File: src/rtl/sad_pkg.sv
// Shared constants, state encoding and column payload for the SAD column scheduler.
package sad_pkg;
  localparam int unsigned KERNEL_SIZE = 3;
  localparam int unsigned OFFSET      = 10;
  localparam int unsigned H_ACTIVE    = 320;
  localparam int unsigned V_ACTIVE    = 240;
  localparam int unsigned PIX_W       = 8;
  localparam int unsigned HCOUNT_W    = 11;
  localparam int unsigned VCOUNT_W    = 10;

  typedef enum logic [1:0] {
    IDLE,
    WAIT_BUSY,
    WAIT_RESULT
  } sched_state_t;

  typedef struct packed {
    logic [KERNEL_SIZE-1:0][PIX_W-1:0] left;
    logic [KERNEL_SIZE-1:0][PIX_W-1:0] right;
    logic [HCOUNT_W-1:0]               hcount;
    logic [VCOUNT_W-1:0]               vcount;
  } sad_column_t;

  // Saturating 16-bit event counter step.
  function automatic logic [15:0] sat_inc16(input logic [15:0] v);
    return (v == 16'hFFFF) ? v : v + 16'd1;
  endfunction
endpackage

File: src/rtl/column_fifo.sv
// Small synchronous FIFO of stereo columns; push is accepted when full if a pop happens in the same cycle.
module column_fifo
  import sad_pkg::*;
#(
  parameter int unsigned DEPTH = 4
) (
  input  logic        clk,
  input  logic        rst_n,
  input  logic        push,
  input  logic        pop,
  input  sad_column_t wdata,
  output sad_column_t head_c,
  output logic        full,
  output logic        empty
);
  localparam int unsigned AW = (DEPTH > 1) ? $clog2(DEPTH) : 1;
  localparam int unsigned CW = AW + 1;

  sad_column_t   mem_q [DEPTH];
  sad_column_t   mem_d [DEPTH];
  logic [AW-1:0] wr_ptr_q, wr_ptr_d;
  logic [AW-1:0] rd_ptr_q, rd_ptr_d;
  logic [CW-1:0] count_q, count_d;
  logic          full_q, full_d;
  logic          empty_q, empty_d;
  logic          do_push, do_pop;

  always_comb begin
    do_pop   = pop && !empty_q;
    do_push  = push && (!full_q || do_pop);
    mem_d    = mem_q;
    wr_ptr_d = wr_ptr_q;
    rd_ptr_d = rd_ptr_q;
    count_d  = count_q;
    if (do_push) begin
      mem_d[wr_ptr_q] = wdata;
      wr_ptr_d        = wr_ptr_q + AW'(1);
    end
    if (do_pop) begin
      rd_ptr_d = rd_ptr_q + AW'(1);
    end
    if (do_push && !do_pop) begin
      count_d = count_q + CW'(1);
    end else if (do_pop && !do_push) begin
      count_d = count_q - CW'(1);
    end
    full_d  = (count_d == CW'(DEPTH));
    empty_d = (count_d == '0);
  end

  always_ff @(posedge clk or negedge rst_n) begin
    if (!rst_n) begin
      for (int i = 0; i < int'(DEPTH); i++) begin
        mem_q[i] <= '0;
      end
      wr_ptr_q <= '0;
      rd_ptr_q <= '0;
      count_q  <= '0;
      full_q   <= 1'b0;
      empty_q  <= 1'b1;
    end else begin
      mem_q    <= mem_d;
      wr_ptr_q <= wr_ptr_d;
      rd_ptr_q <= rd_ptr_d;
      count_q  <= count_d;
      full_q   <= full_d;
      empty_q  <= empty_d;
    end
  end

  assign head_c = mem_q[rd_ptr_q];
  assign full   = full_q;
  assign empty  = empty_q;
endmodule

File: src/rtl/sad_column_scheduler.sv
// Buffers stereo columns, issues them one at a time to the SAD engine, and
// converts engine results into addressed depth-buffer writes with a watchdog.
module sad_column_scheduler #(
  parameter int unsigned KERNEL_SIZE = sad_pkg::KERNEL_SIZE,
  parameter int unsigned OFFSET      = sad_pkg::OFFSET,
  parameter int unsigned FIFO_DEPTH  = 4,
  parameter int unsigned H_ACTIVE    = sad_pkg::H_ACTIVE,
  parameter int unsigned V_ACTIVE    = sad_pkg::V_ACTIVE
) (
  input  logic                        clk_in,
  input  logic                        rst_n_in,
  input  logic                        col_valid_in,
  output logic                        col_ready_out,
  input  logic [KERNEL_SIZE-1:0][7:0] left_col_in,
  input  logic [KERNEL_SIZE-1:0][7:0] right_col_in,
  input  logic [10:0]                 hcount_in,
  input  logic [9:0]                  vcount_in,
  output logic                        sad_valid_out,
  output logic [KERNEL_SIZE-1:0][7:0] sad_left_out,
  output logic [KERNEL_SIZE-1:0][7:0] sad_right_out,
  output logic [10:0]                 sad_hcount_out,
  output logic [9:0]                  sad_vcount_out,
  input  logic                        sad_busy_in,
  input  logic                        sad_valid_in,
  input  logic [7:0]                  sad_line_in,
  input  logic [9:0]                  sad_hcount_in,
  input  logic [8:0]                  sad_vcount_in,
  output logic                        depth_valid_out,
  output logic [16:0]                 depth_addr_out,
  output logic [7:0]                  depth_data_out,
  output logic                        frame_done_out,
  output logic [15:0]                 drop_count_out,
  output logic [15:0]                 timeout_count_out
);
  import sad_pkg::*;

  localparam int unsigned WD_LIMIT = 2 * OFFSET + 4;
  localparam int unsigned WD_W     = $clog2(WD_LIMIT + 1);
  localparam int unsigned EDGE_X   = OFFSET + KERNEL_SIZE - 1;
  localparam int unsigned ADDR_W   = 17;

  sched_state_t      state_q, state_d;
  logic [WD_W-1:0]   wd_q, wd_d;
  sad_column_t       sad_col_q, sad_col_d;
  logic              sad_valid_q, sad_valid_d;
  logic              depth_valid_q, depth_valid_d;
  logic [ADDR_W-1:0] depth_addr_q, depth_addr_d;
  logic [7:0]        depth_data_q, depth_data_d;
  logic              frame_done_q, frame_done_d;
  logic [15:0]       drop_q, drop_d;
  logic [15:0]       timeout_q, timeout_d;

  sad_column_t col_in, fifo_head;
  logic        col_push, fifo_pop, fifo_full, fifo_empty;
  logic        res_in_range, res_last_pixel;

  assign col_in = '{left: left_col_in, right: right_col_in, hcount: hcount_in, vcount: vcount_in};

  column_fifo #(.DEPTH(FIFO_DEPTH)) u_fifo (
    .clk    (clk_in),
    .rst_n  (rst_n_in),
    .push   (col_push),
    .pop    (fifo_pop),
    .wdata  (col_in),
    .head_c (fifo_head),
    .full   (fifo_full),
    .empty  (fifo_empty)
  );

  assign res_in_range   = (sad_hcount_in < 10'(H_ACTIVE)) && (sad_vcount_in < 9'(V_ACTIVE));
  assign res_last_pixel = (sad_hcount_in == 10'(H_ACTIVE - 1)) && (sad_vcount_in == 9'(V_ACTIVE - 1));

  // Issue / result FSM with watchdog and push-side drop accounting.
  always_comb begin
    state_d       = state_q;
    wd_d          = wd_q;
    sad_col_d     = sad_col_q;
    sad_valid_d   = 1'b0;
    depth_valid_d = 1'b0;
    depth_addr_d  = depth_addr_q;
    depth_data_d  = depth_data_q;
    frame_done_d  = 1'b0;
    drop_d        = drop_q;
    timeout_d     = timeout_q;
    fifo_pop      = 1'b0;
    col_push      = 1'b0;

    case (state_q)
      IDLE: begin
        if (!fifo_empty) begin
          fifo_pop    = 1'b1;
          sad_col_d   = fifo_head;
          sad_valid_d = 1'b1;
          wd_d        = '0;
          state_d     = WAIT_BUSY;
        end
      end
      WAIT_BUSY: begin
        wd_d = wd_q + WD_W'(1);
        if (sad_busy_in) begin
          state_d = WAIT_RESULT;
        end
      end
      WAIT_RESULT: begin
        wd_d = wd_q + WD_W'(1);
        if (sad_valid_in) begin
          state_d = IDLE;
          if (res_in_range) begin
            depth_valid_d = 1'b1;
            depth_addr_d  = ADDR_W'(sad_vcount_in) * ADDR_W'(H_ACTIVE) + ADDR_W'(sad_hcount_in);
            depth_data_d  = (sad_hcount_in < 10'(EDGE_X)) ? 8'd0 : sad_line_in;
            frame_done_d  = res_last_pixel;
          end
        end
      end
      default: state_d = IDLE;
    endcase

    // A result captured in the final watchdog cycle wins over the abort.
    if ((state_q != IDLE) && (state_d != IDLE) && (wd_q == WD_W'(WD_LIMIT - 1))) begin
      state_d   = IDLE;
      timeout_d = sat_inc16(timeout_q);
    end

    col_push = col_valid_in && (!fifo_full || fifo_pop);
    if (col_valid_in && !col_push) begin
      drop_d = sat_inc16(drop_q);
    end
  end

  always_ff @(posedge clk_in or negedge rst_n_in) begin
    if (!rst_n_in) begin
      state_q       <= IDLE;
      wd_q          <= '0;
      sad_col_q     <= '0;
      sad_valid_q   <= 1'b0;
      depth_valid_q <= 1'b0;
      depth_addr_q  <= '0;
      depth_data_q  <= '0;
      frame_done_q  <= 1'b0;
      drop_q        <= '0;
      timeout_q     <= '0;
    end else begin
      state_q       <= state_d;
      wd_q          <= wd_d;
      sad_col_q     <= sad_col_d;
      sad_valid_q   <= sad_valid_d;
      depth_valid_q <= depth_valid_d;
      depth_addr_q  <= depth_addr_d;
      depth_data_q  <= depth_data_d;
      frame_done_q  <= frame_done_d;
      drop_q        <= drop_d;
      timeout_q     <= timeout_d;
    end
  end

  assign col_ready_out     = ~fifo_full;
  assign sad_valid_out     = sad_valid_q;
  assign sad_left_out      = sad_col_q.left;
  assign sad_right_out     = sad_col_q.right;
  assign sad_hcount_out    = sad_col_q.hcount;
  assign sad_vcount_out    = sad_col_q.vcount;
  assign depth_valid_out   = depth_valid_q;
  assign depth_addr_out    = depth_addr_q;
  assign depth_data_out    = depth_data_q;
  assign frame_done_out    = frame_done_q;
  assign drop_count_out    = drop_q;
  assign timeout_count_out = timeout_q;
endmodule

File: config.mk
export PLATFORM = sky130hd
export DESIGN_NAME = sad_column_scheduler
export DESIGN_NICKNAME = d
export VERILOG_FILES = /design/src/rtl/sad_pkg.sv /design/src/rtl/column_fifo.sv /design/src/rtl/sad_column_scheduler.sv
export SDC_FILE = /design/constraint.sdc
export NUM_CORES = 1
export LEC_CHECK = 0
export ABC_AREA = 0
export BUFFER_PORTS_ARGS = -buffer_cell sky130_fd_sc_hd__buf_2
export CORE_ASPECT_RATIO = 1.75
export CORE_MARGIN = 4
export CORE_UTILIZATION = 58
export CTS_BUF_LIST = sky130_fd_sc_hd__clkbuf_16
export CTS_CLUSTER_SIZE = 20
export DETAILED_ROUTE_END_ITERATION = 12
export PLACE_DENSITY = 0.8
export RECOVER_POWER = 50
export SYNTH_ARGS = -nofsm -noshare
export SYNTH_HDL_FRONTEND = slang
export SYNTH_SLANG_ARGS = --single-unit
File: constraint.sdc
create_clock -name clk_in -period 2.8 [get_ports clk_in]
set_input_delay 0.28 -clock clk_in [delete_from_list [all_inputs] [get_ports clk_in]]
set_output_delay 0.28 -clock clk_in [all_outputs]
set_load 0.1 [all_outputs]
# After elaboration in Yosys (flattened, before gate mapping)

Index checks and enable logic that the tools add are counted.

Word-level logic and storage cells: 137
Register bits: 421
Output and inout bits: 130

Reduce and logical (&&, ||, !) cells: 29
Magnitude comparators: 6
Eq/ne operators: 9
Mux-type cells: 24
$mul: 1
Bitwise gates (word level): 6
Add/sub/neg operators: 8

Operators by type and width:

| kind                                                     | number |
|---|---|
| bitwise mux 276 bit                                      | 1 |
| 2-to-1 mux 69 bit                                        | 3 |
| binary-select mux 69 bit (select 2 bit)                  | 1 |
| demux 69 bit (select 2 bit)                              | 1 |
| adder 16 x 1 -> 16 bit, second input constant            | 2 |
| == test 16 bit, second input constant                    | 2 |
| adder 17 x 10 -> 17 bit                                  | 1 |
| logical AND 1 bit                                        | 11 |
| multiplier 9 x 3 -> 11 bit, second input constant        | 1 |
| == test 10 x 9 -> 1 bit, second input constant           | 1 |
| < comparator 10 x 4 -> 1 bit, second input constant      | 1 |
| < comparator 10 x 9 -> 1 bit, second input constant      | 1 |
| case mux 5 bit (2 select lines)                          | 1 |
| == test 9 x 8 -> 1 bit, second input constant            | 1 |
| < comparator 9 x 8 -> 1 bit, second input constant       | 1 |
| 2-to-1 mux 1 bit                                         | 8 |
| 2-to-1 mux 2 bit                                         | 4 |
| 2-to-1 mux 8 bit                                         | 1 |
| AND reduction 2 bit                                      | 4 |
| greater-or-equal comparator 3 bit, second input constant | 2 |
| 2-to-1 mux 3 bit                                         | 2 |
| NOT 2 -> 3 bit                                           | 2 |
| case mux 2 bit (3 select lines)                          | 1 |
| nonzero test 2 bit                                       | 3 |
| other kinds (18)                                         | 27 |

# Logic depth before layout (Yosys ltp)

Gate-level depths: netlist of run 1.

Depth in word-level cells: 10
Mapped depth: 10
Gate-level depth less buffers: 9

# Cells and area by module

A second synthesis of run 1 with hierarchy kept.

Cells, all modules: 1,384
Area total of the unflattened synthesis: 18,631.6 µm²

Modules (own cells, without submodules):

| module               | cells an instance | area an instance (µm²) | times used |
|---|---|---|---|
| column_fifo          | 715               | 12,363.1               | 1 |
| sad_column_scheduler | 669               | 6,268.5                | 1 |

# Worst setup path before layout of run 1

OpenSTA, ideal clock, no wires.

Kind: input -> register
Start point: in sad_vcount_in[1]
End point: reg depth_addr_q[16] (netlist: depth_addr_out[16])
Arrival time: 2.412 ns
Setup time: 0.083 ns
Slack: 0.305 ns
Stages: 9
Required time: 2.717 ns
Cell sequence: ha_1 -> ha_1 -> fa_1 -> xor2_1 -> nand2_1 -> a2111oi_0 -> nand4_1 -> xor2_1 -> o21ai_0

Longest elaborated chain between the ends: 3

RTL lines:

| what                                                            | RTL line                    | text |
|---|---|---|
| start, declared                                                 | sad_column_scheduler.sv:27  | `input logic [8:0] sad_vcount_in,` |
| branches (longest 3 deep; another with adder 17 x 10 -> 17 bit) | --                          |  |
| end signal, assigned                                            | sad_column_scheduler.sv:149 | `depth_addr_q <= depth_addr_d;` |
| end, declared                                                   | sad_column_scheduler.sv:47  | `logic [ADDR_W-1:0] depth_addr_q, depth_addr_d;` |

Several ways; the timed one is not identified.
A chain may end at the register's enable or synchronous reset.

# Worst setup path in the final report of run 1

Start point: reg state_q[0]
End point: reg timeout_q[1] (netlist: timeout_count_out[1])

Longest elaborated chain between the ends: 6

RTL lines:

| what                                        | RTL line                    | text |
|---|---|---|
| start, declared                             | sad_column_scheduler.sv:42  | `sched_state_t state_q, state_d;` |
| start signal, assigned                      | sad_column_scheduler.sv:144 | `state_q <= state_d;` |
| == test 2 bit, or another cell as far along | sad_column_scheduler.sv:88  | `case (state_q)` |
| case mux 2 bit (3 select lines)             | sad_column_scheduler.sv:88  |  |
| nonzero test 2 bit                          | sad_column_scheduler.sv:120 | `if ((state_q != IDLE) && (state_d != IDLE) && (wd_q == WD_W'(WD_LIMIT - 1))) begin` |
| logical AND 1 bit * (2 in a row)            | sad_column_scheduler.sv:120 |  |
| AND reduction 2 bit (no line) *             | --                          |  |
| end signal, assigned                        | sad_column_scheduler.sv:153 | `timeout_q <= timeout_d;` |
| end, declared                               | sad_column_scheduler.sv:51  | `logic [15:0] timeout_q, timeout_d;` |

Every way passes the cells marked *; elsewhere a longest branch is shown, timed or not.

==> run_results.csv, run 1 <==
group,metric,value,unit
worst_setup_path,critPathLaunchType,"flip-flop",
sta,setup_ws,0.192,ns
layout,multi_input_area,0.00764,mm²
clock_network,cts_tree,"done",
synthesis,ys_types,63,
synthesis,synth_compound_area_frac,0.0275,
synthesis,synth_most_common_cell,"dfrtp_1",
route,ant_nets,0,
synthesis,synthSimpleGateAreaFrac,0.0845,
sta,finalMaxSlewViolations,74,
sta,finalSetupViolations,0,
placement,dp_slack,0.0841,ns
sta,hold_ws,0.0216,ns
synthesis,synth_warnings,0,
power,p_seq_frac,0.358,
route,topRoutingLayerUsed,"met5",
layout,final_nets,1754,
floorplanning,start_util,0.587,
worst_setup_path,worstSetupEndpointType,"flip-flop",
power,ir_worst_vdd,1.16,mV
synthesis,synth_top_family_by_area,"multiplexers",
power,power_switching_share,0.433,
power,p_comb_frac,0.477,
route,wl_met2,22.3,mm
sta,layout_min_cycle_time,2.61,ns
worst_setup_path,ff2ff_path_depth,8,
sta,finalHoldViolations,0,
route,route.met3.wl,2.01,mm
global_route,grt_use_total,0.239,
route,first_iter_violations,710,
synthesis,synthMuxAreaShare,0.255,
worst_setup_path,cp_max_fo,13,
placement,gp_congestion,0.807,
outcome,failed_checks,"capacitance limit, slew limit",
clock_network,clkLatencyLatePin,0.53,ns
power,p_int,0.0169,W
sta,rsz0062_at_grt,"false",
synthesis,avgSynthCellArea,13.6,µm²
synthesis,synth-xor-area-share,0.0213,
sta,tns,0,ns
route,routed_via_density,5.78,
synthesis,ys.flop_type,"dfrtp_1",
global_route,grt_pass1_vias,12900,
clock_network,clockBufferDepth,3,
worst_setup_path,r2r-end,"timeout_count_out[1]$_DFFE_PN0P_",
global_route,antenna_found_initial,10,
synthesis,synth_common_cells,"dfrtp_1, mux2_2, nand2_1, mux4_2, ha_1",
sta,fin_crit_sh,0.932,
synthesis,synth_edf_count,0,
route,routedWlPerCell,20.1,µm
sta,worstMarginPinSlew,2.15,ns
synthesis,synthCells,1365,
synthesis,synth_top_area_share,0.568,
route,finalWirelength,41.2,mm
worst_setup_path,setup.worst_path.end,"timeout_count_out[1]$_DFFE_PN0P_",
global_route,grt_max_degree,88,
clock_network,clk_pin_slew_worst_paths,0.07,ns
global_route,grt-ovfl-total,0,
clock_network,cts_setup_buffers,0,
worst_setup_path,crit_type,"reg -> reg",
route,drt-met1-wl,15.4,mm
synthesis,syn_nets,1499,
worst_setup_path,critPathLaunch,"state_q[0]$_DFF_PN0_",
synthesis,postSynthRegisterBits,421,
power,clkPwrFrac,0.165,
clock_network,cts_root_buffer,"clkbuf_16",
global_route,grt_first_pass_wirelength,66.8,mm
power,finalPower,0.0298,W
layout,regArea,0.0105,mm²
job,maxCapViolations,1,
worst_hold_path,whs_path_depth,2,
clock_network,cts.sinks,421,
power,p_per_area,1380,mW/mm²
worst_setup_path,critPathRequiredTime,3.21,ns
floorplanning,rows,86,
worst_setup_path,reg2reg_slack,0.19,ns
worst_setup_path,rr_startpoint,"state_q[0]$_DFF_PN0_",
route,num_vias,11900,
synthesis,synthArstFlopShare,1.00,
floorplanning,dieArea,0.0350,mm²
synthesis,yosys.area.top_type,"dfrtp_1",
layout,nFillCells,2214,
placement,hpwl,27.0,mm
route,first_pass_iters,4,
outcome,outcome,"finished, violations left",
floorplanning,coreArea,0.0315,mm²
floorplanning,ios,231,
worst_setup_path,arrival,3.02,ns
power,p_leak,10.1,nW
worst_hold_path,hold_class,"in -> reg",
synthesis,synth_fa_ha_area_frac,0.0231,
clock_network,cts_buffers,38,
sta,skew,0.0122,ns
sta,fmax,383,MHz
synthesis,ys_seq_area_frac,0.569,
synthesis,ys_top_cells_by_area,"dfrtp_1, mux2_2, mux4_2",
layout,syn2layout_area_growth,16.9,%
floorplanning,die_h,244,µm
sta,relSlewSlack,-0.433,
layout,drive_gt1_frac,0.380,
synthesis,syn_area,0.0185,mm²
layout,final_util,0.687,
power,power.switching,0.0129,W
clock_network,htree_levels,2,
floorplanning,dieWidth,143,µm
placement,port_buffers,230,
route,remaining_drc_errors,0,
[worst min path at each step]
stage	slack (ns)	end	from
3_3_place_gp	0.31	timeout_count_out[7]$_DFFE_PN0P_	rst_n_in
4_1_cts	0.001	u_fifo.mem_q[144]$_DFFE_PN0P_	vcount_in[6]
2_1_floorplan	-0.02	depth_addr_out[0]$_DFFE_PN0P_	rst_n_in
6_report	0.02	u_fifo.mem_q[144]$_DFFE_PN0P_	vcount_in[6]
5_1_grt	0.02	u_fifo.mem_q[6]$_DFFE_PN0P_	vcount_in[6]
3_5_place_dp	0.32	timeout_count_out[7]$_DFFE_PN0P_	rst_n_in
[sequential cells by signal (all words and copies together) (netlist names), 3 cells and up]
signal             count
u_fifo.count_q         3
sad_vcount_out        10
sad_hcount_out        11
sad_right_out         24
timeout_count_out     16
wd_q                   5
depth_addr_out        17
u_fifo.mem_q         276
depth_data_out         8
sad_left_out          24
drop_count_out        16
[layer usage]
metal,vias up,track usage
met2,285,0.440
li1,5344,-
met4,4,0.0887
met5,-,0
met3,94,0.0421
met1,6132,0.274
[cells by family (layout without fill, tap and decap cells)]
logic type | count (synthesis) | count (layout)
DFF | 421 | 421
AOI/OAI and AO/OA | 71 | 71
xor gates and xnor gates | 45 | 45
other | 0 | 8
muxes | 351 | 351
adders and majority gates | 33 | 33
buffers and inverters | 85 | 366
and+or+nand+nor | 359 | 359
[power by group through the flow]
| stage | Clock (W) | Sequential, W | Combinational [W] |
|---|---|---|---|
| floorplan | 0 | 0.0148 | 0.00703 |
| global placement | 0 | 0.0105 | 0.0141 |
| detailed placement | 0 | 0.0107 | 0.0144 |
| CTS | 0.00504 | 0.0106 | 0.0145 |
| global route | 0.00528 | 0.0110 | 0.0152 |
| finish | 0.00492 | 0.0107 | 0.0142 |
[final cells by class]
| class | instances | share of cell area |
|---|---|---|
| antenna | 8 | 0.000925 |
| clock buffer | 41 | 0.0474 |
| clock inverter | 25 | 0.00624 |
| inverter | 16 | 0.00277 |
| multi-input combinational | 859 | 0.353 |
| sequential | 421 | 0.487 |
| tap | 396 | 0.0229 |
| timing repair buffer | 284 | 0.0796 |
[cell usage in the layout, fill, tap and decap left out, drive strengths merged, types with 18 or more instances in the layout]
cell type / count
nor2: 21
inv: 24
ha: 31
clkbuf: 108
nand2: 258
mux4: 69
buf: 200
nand3: 18
o21ai: 19
dfrtp: 420
mux2: 279
xnor2: 30
[what timing repair did]
item | in CTS | in global routing
hold buffers | 17 | 0
resized for setup | 0 | 1
setup endpoints to repair | 0 | 1
endpoints found under the hold margin | 84 | 0
[through the flow]
| stage | cell area [µm²] | cells |
|---|---|---|
| 6_report | 21600 | 2050 |
| 5_1_grt | 21600 | 2050 |
| 4_1_cts | 21700 | 2042 |
| 3_5_place_dp | 20400 | 1959 |
| 3_3_place_gp | 20400 | 1959 |
| 2_1_floorplan | 18500 | 1365 |
[critical path, cell delays in order, from the launching register on]
cell and delay (ns):
dfrtp_1 0.42, inv_1 0.09, ha_1 0.23, buf_4 0.19
a21o_1 0.12, o21ai_0 0.09, a2111o_2 0.58, a31oi_4 0.40
mux2_2 0.38
No activity file was read; power rests on OpenSTA's default activity.
==> run 2, diff against run 1 <==
BUFFER_PORTS_ARGS = -buffer_cell sky130_fd_sc_hd__buf_4   (was -buffer_cell sky130_fd_sc_hd__buf_2)
CTS_CLUSTER_SIZE = default   (was 20)
==> run 2 against run 1 <==
Largest cell class unchanged. Clock skew is 0.0063 ns higher. Critical path type unchanged. Total power is 2.3% higher. Highest routed layer is now met4. Die area stayed put. Combinational power hardly changed. Wire length is 4.0% higher. Sequential power hardly changed. Sequential share of layout area is 2.3 points lower. The run now ends clean.
==> run_results.csv, run 2 (same netlist as run 1, synthesis figures left out) <==
group,metric,value,unit
outcome,outcome,"finished clean",
sta,hold_ws,0.0234,ns
layout,largest_register,"u_fifo.mem_q",
clock_network,cts_buffers,39,
placement,gp_congestion,0.807,
layout,regArea,0.0105,mm²
route,num_vias,12100,
clock_network,cts_tree,"done",
worst_setup_path,worstSetupEndpointType,"flip-flop",
placement,hpwl,27.3,mm
sta,fin_crit_sh,0.900,
route,routedWlPerCell,20.3,µm
layout,largest_reg_flops,276,
worst_setup_path,critPathLaunchType,"flip-flop",
clock_network,cts_setup_buffers,0,
global_route,antenna_found_initial,3,
power,p_per_area,1340,mW/mm²
floorplanning,rows,86,
worst_setup_path,arrival,2.94,ns
route,first_iter_violations,524,
global_route,met2_usage,0.460,
layout,syn2layout_area_growth,22.8,%
worst_setup_path,crit_type,"reg -> reg",
layout,final_area,0.0227,mm²
worst_setup_path,cp_max_fo,13,
floorplanning,coreArea,0.0315,mm²
floorplanning,dieWidth,143,µm
layout,final_cell_mix,"dfrtp_1, mux2_2, nand2_1",
floorplanning,dieArea,0.0350,mm²
floorplanning,die_h,244,µm
global_route,grt_use_met3,0.0380,
sta,finalHoldViolations,0,
sta,skew,0.0185,ns
sta,relSlewSlack,0.0449,
layout,multi_input_area,0.00765,mm²
floorplanning,start_util,0.587,
global_route,grt_pass1_vias,13400,
global_route,grt-ovfl-total,0,
sta,finalMaxSlewViolations,0,
sta,fmax,397,MHz
layout,final_nets,1815,
global_route,grt_max_degree,96,
global_route,grt_use_met1,0.292,
global_route,grt_first_pass_wirelength,69.4,mm
sta,tns,0,ns
global_route,grt_use_total,0.250,
layout,nFillCells,2101,
worst_hold_path,hold_class,"in -> reg",
clock_network,clkLatencyLatePin,0.54,ns
sta,finalSetupViolations,0,
clock_network,cts.sinks,421,
power,p_leak,10.5,nW
route,first_pass_iters,4,
route,remaining_drc_errors,0,
worst_setup_path,critPathRequiredTime,3.22,ns
clock_network,clockBufferDepth,3,
layout,drive_gt1_frac,0.364,
sta,worstMarginPinSlew,1.43,ns
clock_network,cts_root_buffer,"clkbuf_16",
route,routed_via_density,5.75,
clock_network,htree_levels,2,
route,ant_nets,0,
route,finalWirelength,42.9,mm
sta,layout_min_cycle_time,2.52,ns
placement,port_buffers,230,
layout,final_common_cell,"dfrtp_1",
floorplanning,ios,231,
global_route,top_usage_layer,"met2",
sta,rsz0062_at_grt,"false",
clock_network,clk_pin_slew_worst_paths,0.06,ns
power,ir_worst_vdd,1.49,mV
placement,dpl_cell_area,0.0209,mm²
job,maxCapViolations,0,
run 2: cell count changes in the layout (fill, tap and decap cells not counted), sizes merged:
cell,previous run,this run
buf,200,194
bufinv,1,4
clkbuf,108,107
clkinv,15,17
diode,8,3
dlygate4sd3,17,83
run 2: routing by layer:
layer / vias up / part of all wire
met5: - / 0
met4: 0 / 0.035
met3: 95 / 0.042
met2: 291 / 0.55
met1: 6261 / 0.38
li1: 5480 / -
run 2: power breakdown:
| part | total (W) | internal, W | switching (W) | leakage [nW] |
|---|---|---|---|---|
| clock | 0.00521 | 0.00297 | 0.00225 | 0.639 |
| sequential | 0.0107 | 0.00898 | 0.00176 | 5.13 |
| combinational | 0.0145 | 0.00544 | 0.00909 | 4.71 |
run 2: final cells by class:
class                   count  share of cell area
flip-flops and latches    421               0.464
clock inverters            30              0.0108
diodes                      3            0.000330
well taps                 396              0.0218
clock buffers              40              0.0440
inverters                  16             0.00264
repair buffers            344               0.120
multi-input cells         859               0.336
run 2: worst max-delay path, stage by stage, from the launching register on:
cell	delay, ns
dfrtp_1	0.42
inv_1	0.10
ha_1	0.28
nand2b_4	0.10
inv_2	0.10
o32ai_2	0.09
a2111o_2	0.53
a31oi_4	0.39
mux2_2	0.39
run 2: final timing paths:
check / start / to / slack (ns) / cells after the start
max in group asynchronous: rst_n_in / u_fifo.rd_ptr_q[1]$_DFFE_PN0P_ / 0.61 / 3
max: state_q[0]$_DFF_PN0_ / timeout_count_out[1]$_DFFE_PN0P_ / 0.28 / 8
min reg2reg: depth_addr_out[1]$_DFFE_PN0P_ / depth_addr_out[1]$_DFFE_PN0P_ / 0.47 / 2
min: right_col_in[4] / u_fifo.mem_q[94]$_DFFE_PN0P_ / 0.02 / 2
max reg2reg: state_q[0]$_DFF_PN0_ / timeout_count_out[1]$_DFFE_PN0P_ / 0.28 / 8
min in group asynchronous: rst_n_in / u_fifo.mem_q[57]$_DFFE_PN0P_ / 0.62 / 2
run 2: repair_timing:
action                                 4_1_cts  5_1_grt
resized for setup                            0        0
endpoints found under the hold margin      307        0
hold buffers                                83        0
run 2: metrics by stage:
step	total power (W)	utilization	cells	setup WS (ns)
4_1_cts	0.0310	0.729	2106	0.257
5_1_grt	0.0321	0.721	2109	0.112
6_report	0.0305	0.721	2109	0.280
3_5_place_dp	0.0256	0.663	1953	0.0759
2_1_floorplan	0.0218	-	1365	0.305
3_3_place_gp	0.0251	0.663	1953	0.0933
